File: src/rtl/inst_fetch_mem_pkg.sv
`default_nettype none
`timescale 1ns/1ps
// ============================================================================
// Module   : inst_fetch_mem_pkg
// Purpose  : Default geometry of the instruction fetch memory and the
//            occupancy encoding of its 2-entry response buffer.
// Revision : 1.0 - initial release
// ============================================================================
package inst_fetch_mem_pkg;

  localparam int c_DEF_DATA_W = 32;
  localparam int c_DEF_ADDR_W = 32;
  localparam int c_DEF_DEPTH  = 256;

  // Response buffer occupancy
  localparam logic [1:0] c_OCC_EMPTY = 2'd0;
  localparam logic [1:0] c_OCC_ONE   = 2'd1;
  localparam logic [1:0] c_OCC_FULL  = 2'd2;

  // Next occupancy: push alone counts up, pop alone counts down, both hold.
  // The unused encoding falls back to EMPTY.
  function automatic logic [1:0] occNext(input logic [1:0] occ,
                                         input logic       push,
                                         input logic       pop);
    logic [1:0] nxt;
    nxt = occ;
    case (occ)
      c_OCC_EMPTY: if (push) nxt = c_OCC_ONE;
      c_OCC_ONE: begin
        if (push && !pop)      nxt = c_OCC_FULL;
        else if (!push && pop) nxt = c_OCC_EMPTY;
      end
      c_OCC_FULL:  if (pop && !push) nxt = c_OCC_ONE;
      default:     nxt = c_OCC_EMPTY;
    endcase
    return nxt;
  endfunction

endpackage
`default_nettype wire

File: src/rtl/inst_rsp_fifo.sv
`default_nettype none
`timescale 1ns/1ps
// ============================================================================
// Module   : inst_rsp_fifo
// Purpose  : 2-entry in-order response buffer. Ready depends only on the
//            registered occupancy (no pass-through when FULL); the output
//            reads zero whenever the buffer is empty.
// Revision : 1.0 - initial release
// ============================================================================
module inst_rsp_fifo
  import inst_fetch_mem_pkg::*;
#(
  parameter int WIDTH = c_DEF_DATA_W + 1
)(
  input  logic             clk,
  input  logic             rst_n,
  input  logic             pushValid,
  input  logic [WIDTH-1:0] pushData,
  output logic             pushReady,
  output logic             popValid,
  output logic [WIDTH-1:0] popData,
  input  logic             popReady
);

  logic [1:0]       r_occ;
  logic [WIDTH-1:0] r_head;
  logic [WIDTH-1:0] r_tail;
  logic             w_push;
  logic             w_pop;

  assign pushReady = (r_occ != c_OCC_FULL);
  assign popValid  = (r_occ != c_OCC_EMPTY);
  assign popData   = popValid ? r_head : {WIDTH{1'b0}};

  assign w_push = pushValid && pushReady;
  assign w_pop  = popValid && popReady;

  // Occupancy state register
  always_ff @(posedge clk or negedge rst_n) begin
    if (!rst_n) r_occ <= c_OCC_EMPTY;
    else        r_occ <= occNext(r_occ, w_push, w_pop);
  end

  // Entry storage: head is always the oldest response, tail the second one
  always_ff @(posedge clk or negedge rst_n) begin
    if (!rst_n) begin
      r_head <= {WIDTH{1'b0}};
      r_tail <= {WIDTH{1'b0}};
    end else begin
      case (r_occ)
        c_OCC_EMPTY: begin
          if (w_push) r_head <= pushData;
        end
        c_OCC_ONE: begin
          if (w_push && w_pop) r_head <= pushData;
          else if (w_push)     r_tail <= pushData;
        end
        c_OCC_FULL: begin
          if (w_pop) r_head <= r_tail;
        end
        default: ;
      endcase
    end
  end

endmodule
`default_nettype wire

File: src/rtl/inst_fetch_mem.sv
`default_nettype none
`timescale 1ns/1ps
// ============================================================================
// Module   : inst_fetch_mem
// Purpose  : Instruction fetch memory with a valid/ready request channel and
//            a 1-cycle-latency response channel buffered by a 2-entry FIFO.
//            Misaligned or out-of-range fetches return rspErr=1, rspData=0.
//            Build option: INST_FETCH_MEM_LOAD_PORT_EN adds a word load port
//            (ldEn/ldAddr/ldData); without it the memory is all-zero ROM.
// Revision : 1.0 - initial release
// ============================================================================
module inst_fetch_mem
  import inst_fetch_mem_pkg::*;
#(
  parameter int DATA_W = c_DEF_DATA_W,
  parameter int ADDR_W = c_DEF_ADDR_W,
  parameter int DEPTH  = c_DEF_DEPTH
)(
  input  logic                     clk,
  input  logic                     rst_n,
  input  logic                     reqValid,
  output logic                     reqReady,
  input  logic [ADDR_W-1:0]        reqAddr,
  output logic                     rspValid,
  input  logic                     rspReady,
  output logic [DATA_W-1:0]        rspData,
  output logic                     rspErr
`ifdef INST_FETCH_MEM_LOAD_PORT_EN
  ,
  input  logic                     ldEn,
  input  logic [$clog2(DEPTH)-1:0] ldAddr,
  input  logic [DATA_W-1:0]        ldData
`endif
);

  localparam int c_OFF_W = $clog2(DATA_W / 8);
  localparam int c_IDX_W = $clog2(DEPTH);

  logic              r_rdyEn;
  logic              w_fifoRdy;
  logic              w_accept;
  logic [ADDR_W-1:0] w_wordIdx;
  logic              w_misal;
  logic              w_oor;
  logic              w_err;
  logic [DATA_W-1:0] w_rdData;
  logic [DATA_W:0]   w_pushEntry;
  logic [DATA_W:0]   w_popEntry;

  // Hold off requests until the first clock edge after reset release
  always_ff @(posedge clk or negedge rst_n) begin
    if (!rst_n) r_rdyEn <= 1'b0;
    else        r_rdyEn <= 1'b1;
  end

  assign reqReady = r_rdyEn && w_fifoRdy;
  assign w_accept = reqValid && reqReady;

  // Full-width word index so that indices beyond DEPTH are caught, not wrapped
  assign w_wordIdx = reqAddr >> c_OFF_W;
  assign w_oor     = (w_wordIdx >= ADDR_W'(DEPTH));

  generate
    if (c_OFF_W > 0) begin : g_alignChk
      assign w_misal = |reqAddr[c_OFF_W-1:0];
    end else begin : g_noAlignChk
      assign w_misal = 1'b0;
    end
  endgenerate

  assign w_err = w_misal || w_oor;

`ifdef INST_FETCH_MEM_LOAD_PORT_EN
  logic [DATA_W-1:0]  r_mem [DEPTH] = '{default: '0};
  logic [c_IDX_W-1:0] w_memIdx;

  assign w_memIdx = w_wordIdx[c_IDX_W-1:0];
  // Read is combinational ahead of the edge, so a same-edge load yields old data
  assign w_rdData = r_mem[w_memIdx];

  // Word load port; not reset, so contents survive rst_n and loads run during it
  always_ff @(posedge clk) begin
    if (ldEn) r_mem[ldAddr] <= ldData;
  end
`else
  // No way to write the array, so every word keeps its power-up value of zero
  assign w_rdData = {DATA_W{1'b0}};
`endif

  assign w_pushEntry = {w_err, (w_err ? {DATA_W{1'b0}} : w_rdData)};

  inst_rsp_fifo #(
    .WIDTH (DATA_W + 1)
  ) u_rspFifo (
    .clk       (clk),
    .rst_n     (rst_n),
    .pushValid (w_accept),
    .pushData  (w_pushEntry),
    .pushReady (w_fifoRdy),
    .popValid  (rspValid),
    .popData   (w_popEntry),
    .popReady  (rspReady)
  );

  assign rspErr  = w_popEntry[DATA_W];
  assign rspData = w_popEntry[DATA_W-1:0];

endmodule
`default_nettype wire
File: config.mk
export PLATFORM = sky130hd
export DESIGN_NAME = inst_fetch_mem
export DESIGN_NICKNAME = d
export VERILOG_FILES = /design/src/rtl/inst_fetch_mem_pkg.sv /design/src/rtl/inst_rsp_fifo.sv /design/src/rtl/inst_fetch_mem.sv
export SDC_FILE = /design/constraint.sdc
export NUM_CORES = 1
export LEC_CHECK = 0
export BUFFER_PORTS_ARGS = -buffer_cell sky130_fd_sc_hd__buf_2
export CORE_UTILIZATION = 34
export CTS_CLUSTER_DIAMETER = 80
export DETAILED_ROUTE_END_ITERATION = 10
export GPL_ROUTABILITY_DRIVEN = 1
export PLACE_DENSITY = 0.83
export SYNTH_ARGS = -nofsm -noshare
export SYNTH_HDL_FRONTEND = slang
export SYNTH_SLANG_ARGS = --single-unit
File: constraint.sdc
create_clock -name clk -period 2.65 [get_ports clk]
set_clock_uncertainty 0.15 [all_clocks]
set_input_delay 0.265 -clock clk [delete_from_list [all_inputs] [get_ports clk]]
set_output_delay 0.265 -clock clk [all_outputs]
set_load 0.02 [all_outputs]
==> flow_summary.toml <==
[clock_network]
clock_latency_ns = 0.23
ctsResizeCount = 0
clkSlewWorstSetupHoldPaths_ns = 0.04
clock_sinks = 5
ctsLongestPathBuffers = 2
clockRootBuffer = "clkbuf_4"
htreeDepth = 1
postCtsHoldBufs = 1
cts_made_buffers = 3
cts_tree = "built"
cts_setup_buffers = 0

[cells_and_area]
regArea_sq_um = 125
fin_util = 0.431
antenna_cells = 0
fillers = 153
multi_input_area_sq_um = 337
syn_to_final_growth_pct = 14.0
layout-drive-gt1-share = 0.412
nets = 139

[floorplanning]
core-area_sq_um = 1560
die_w_microns = 43.6
num_rows = 14
ios = 71
die_h_microns = 43.6
die_area_sq_um = 1900
initial_utilization = 0.378

[setup_path]
crit_chain = "or2_2 > and2_1 > buf_2"
timing.critical_path.buf_inv = 1
cp_max_fo = 6
crit_cells = 3
startpoint = "u_rspFifo.r_occ[1]"
critPathTopFamily = "simple AND/OR/NAND/NOR gates"
crit_end = "rspErr"
path_class = "flop to primary output"
cp_slowest_stage_delay_ns = 0.42
reg2reg_depth = 4
cp-end-kind = "primary output"
required_ns = 2.24
reg2reg_from = "u_rspFifo.r_occ[0]"
crit_arrival_ns = 1.28
worst_r2r_endpoint = "u_rspFifo.r_head[32]"
crit_path_start_kind = "flop"
r2r_slack_ns = 1.13
slowest_stage = "dfrtp_1"

[placement]
port-buffer-count = 30
place_congestion = 0.699
dp_hpwl_microns = 929

[yosys]
async_reset_ff_frac = 1.00
ys_seq_elements = 5
synth_top_area_frac = 0.408
ys.flop_type = "dfrtp_1"
yosys_warnings = 0
synthCells = 68
synth_edf_count = 0
yosysTopAreaCell = "buf_4"
yosysMostFrequentCell = "buf_4"
synth_common_cells = "buf_4, nor4_2, dfrtp_1, nand2_1, o21ai_0"
synth.avg_cell_area_sq_um = 8.67
synth_area_sq_um = 589
yosys-top-cells-area = "buf_4, dfrtp_1, nor4_2, o2bb2ai_1, o21ai_0"
ys_seq_area_frac = 0.212
ys_types = 19

[power_and_ir_drop]
pwr_density_cell_nw_per_um2 = 435
vdd.ir_drop.worst_v = 0.000161
p_leak_uw = 0.000355

[global_route]
grt_first_pass_wirelength_microns = 1540
grt_use_met2 = 0.224
grtUsageMet3 = 0.0417
top_usage_layer = "met2"
antenna_found_initial = 0
grt_pass1_vias = 410
grt_max_degree = 7
grt-ovfl-total = 0
use_met1 = 0.0900
track_usage = 0.110

[routing]
drt-initial-drc-count = 6
routed_wl_microns = 980
routedWlPerCell_microns = 8.31
drcViolationCount = 2
firstDrtPassIters = 6
postRouteAntennaNets = 0
vias = 493
viasPerCell = 4.18

[timing]
rsz0062_at_grt = "false"
fmax_mhz = 591
setup_viol = 0
final.min_clock_period_ns = 1.69
slew_viol_final = 0
setup_tns_ns = 0
finalCritPeriodShare = 0.638
finalHoldViolCount = 0

[status]
status = "finished with violations"
violations = "design-rule violations"

[run]
drv_cap = 0

[hold_path]
hold_class = "input pin to flop"
## routing by layer
metal / wire, microns / vias up
met4: 12 / 0
met3: 92 / 2
met2: 589 / 29
met1: 285 / 227
met5: 0 / -
li1: - / 235
## final cells by class
class | instances | area share
clock buffers | 4 | 0.0391
well taps | 16 | 0.0298
multi-input cells | 61 | 0.501
flip-flops and latches | 5 | 0.186
inverters | 1 | 0.00559
repair buffers | 31 | 0.238
## layout by cell type (no fill, tap or decap)
cell,synthesis,routed
a21oi_1,2,2
and2_1,2,2
buf_2,0,30
clkbuf_1,0,1
clkbuf_4,0,3
conb_1,2,33
dfrtp_1,5,5
dlygate4sd3_1,0,1
inv_1,1,1
mux2_4,1,1
nand2_1,3,3
nand2b_2,1,1
nand3_1,1,1
nand4_1,1,1
nor2_1,2,2
nor2b_1,1,1
nor3b_1,1,1
nor4_2,6,6
o21ai_0,3,3
o22a_1,1,1
o2bb2ai_1,2,2
or2_2,1,1
## kinds of logic (layout without fill, tap and decap cells)
kind of cell           Yosys count  after routing  share of synthesized area
muxes                            1              1                     0.0255
buffers and inverters           33             36                      0.414
AOI/OAI and AO/OA                8              8                     0.0871
DFF                              5              5                      0.212
other                            2             33                     0.0127
and+or+nand+nor                 19             19                      0.248
## flip-flops by register name (all words and copies together), names as in the netlist
name / cells
r_rdyEn: 1
u_rspFifo.r_occ: 2
u_rspFifo.r_head: 1
u_rspFifo.r_tail: 1
## worst min path at each step
stage | start | to | cells after the start
6_report | rspReady | u_rspFifo.r_occ[1] | 2
5_1_grt | rspReady | u_rspFifo.r_occ[1] | 2
4_1_cts | rspReady | u_rspFifo.r_occ[1] | 2
3_5_place_dp | rst_n | r_rdyEn | 1
3_3_place_gp | rst_n | r_rdyEn | 1
2_1_floorplan | rst_n | r_rdyEn | 0
## worst reg2reg max path, cell delays in order, from the launching register on
cell and delay, ns:
dfrtp_1 0.40, nand2b_2 0.23, o21ai_0 0.14, o2bb2ai_1 0.17, mux2_4 0.32
## power breakdown
group | internal, uW | switching (uW)
Clock | 56.6 | 26.2
Sequential | 87.5 | 7.36
Combinational | 37.4 | 77.0
Total | 182 | 111
## stage by stage
step                std cells  power, uW  worst slack (ns)  hold WS [ns]  area [sq um]
finish                    118        292             0.958        0.0854           672
global route              118        318             0.869        0.0714           672
CTS                       118        297             0.943        0.0786           672
detailed placement        113        210              1.12       -0.0649           636
global placement          113        205              1.15       -0.0706           636
floorplan                  99        208              1.14        -0.181           706
No activity file was read; power rests on OpenSTA's default activity.
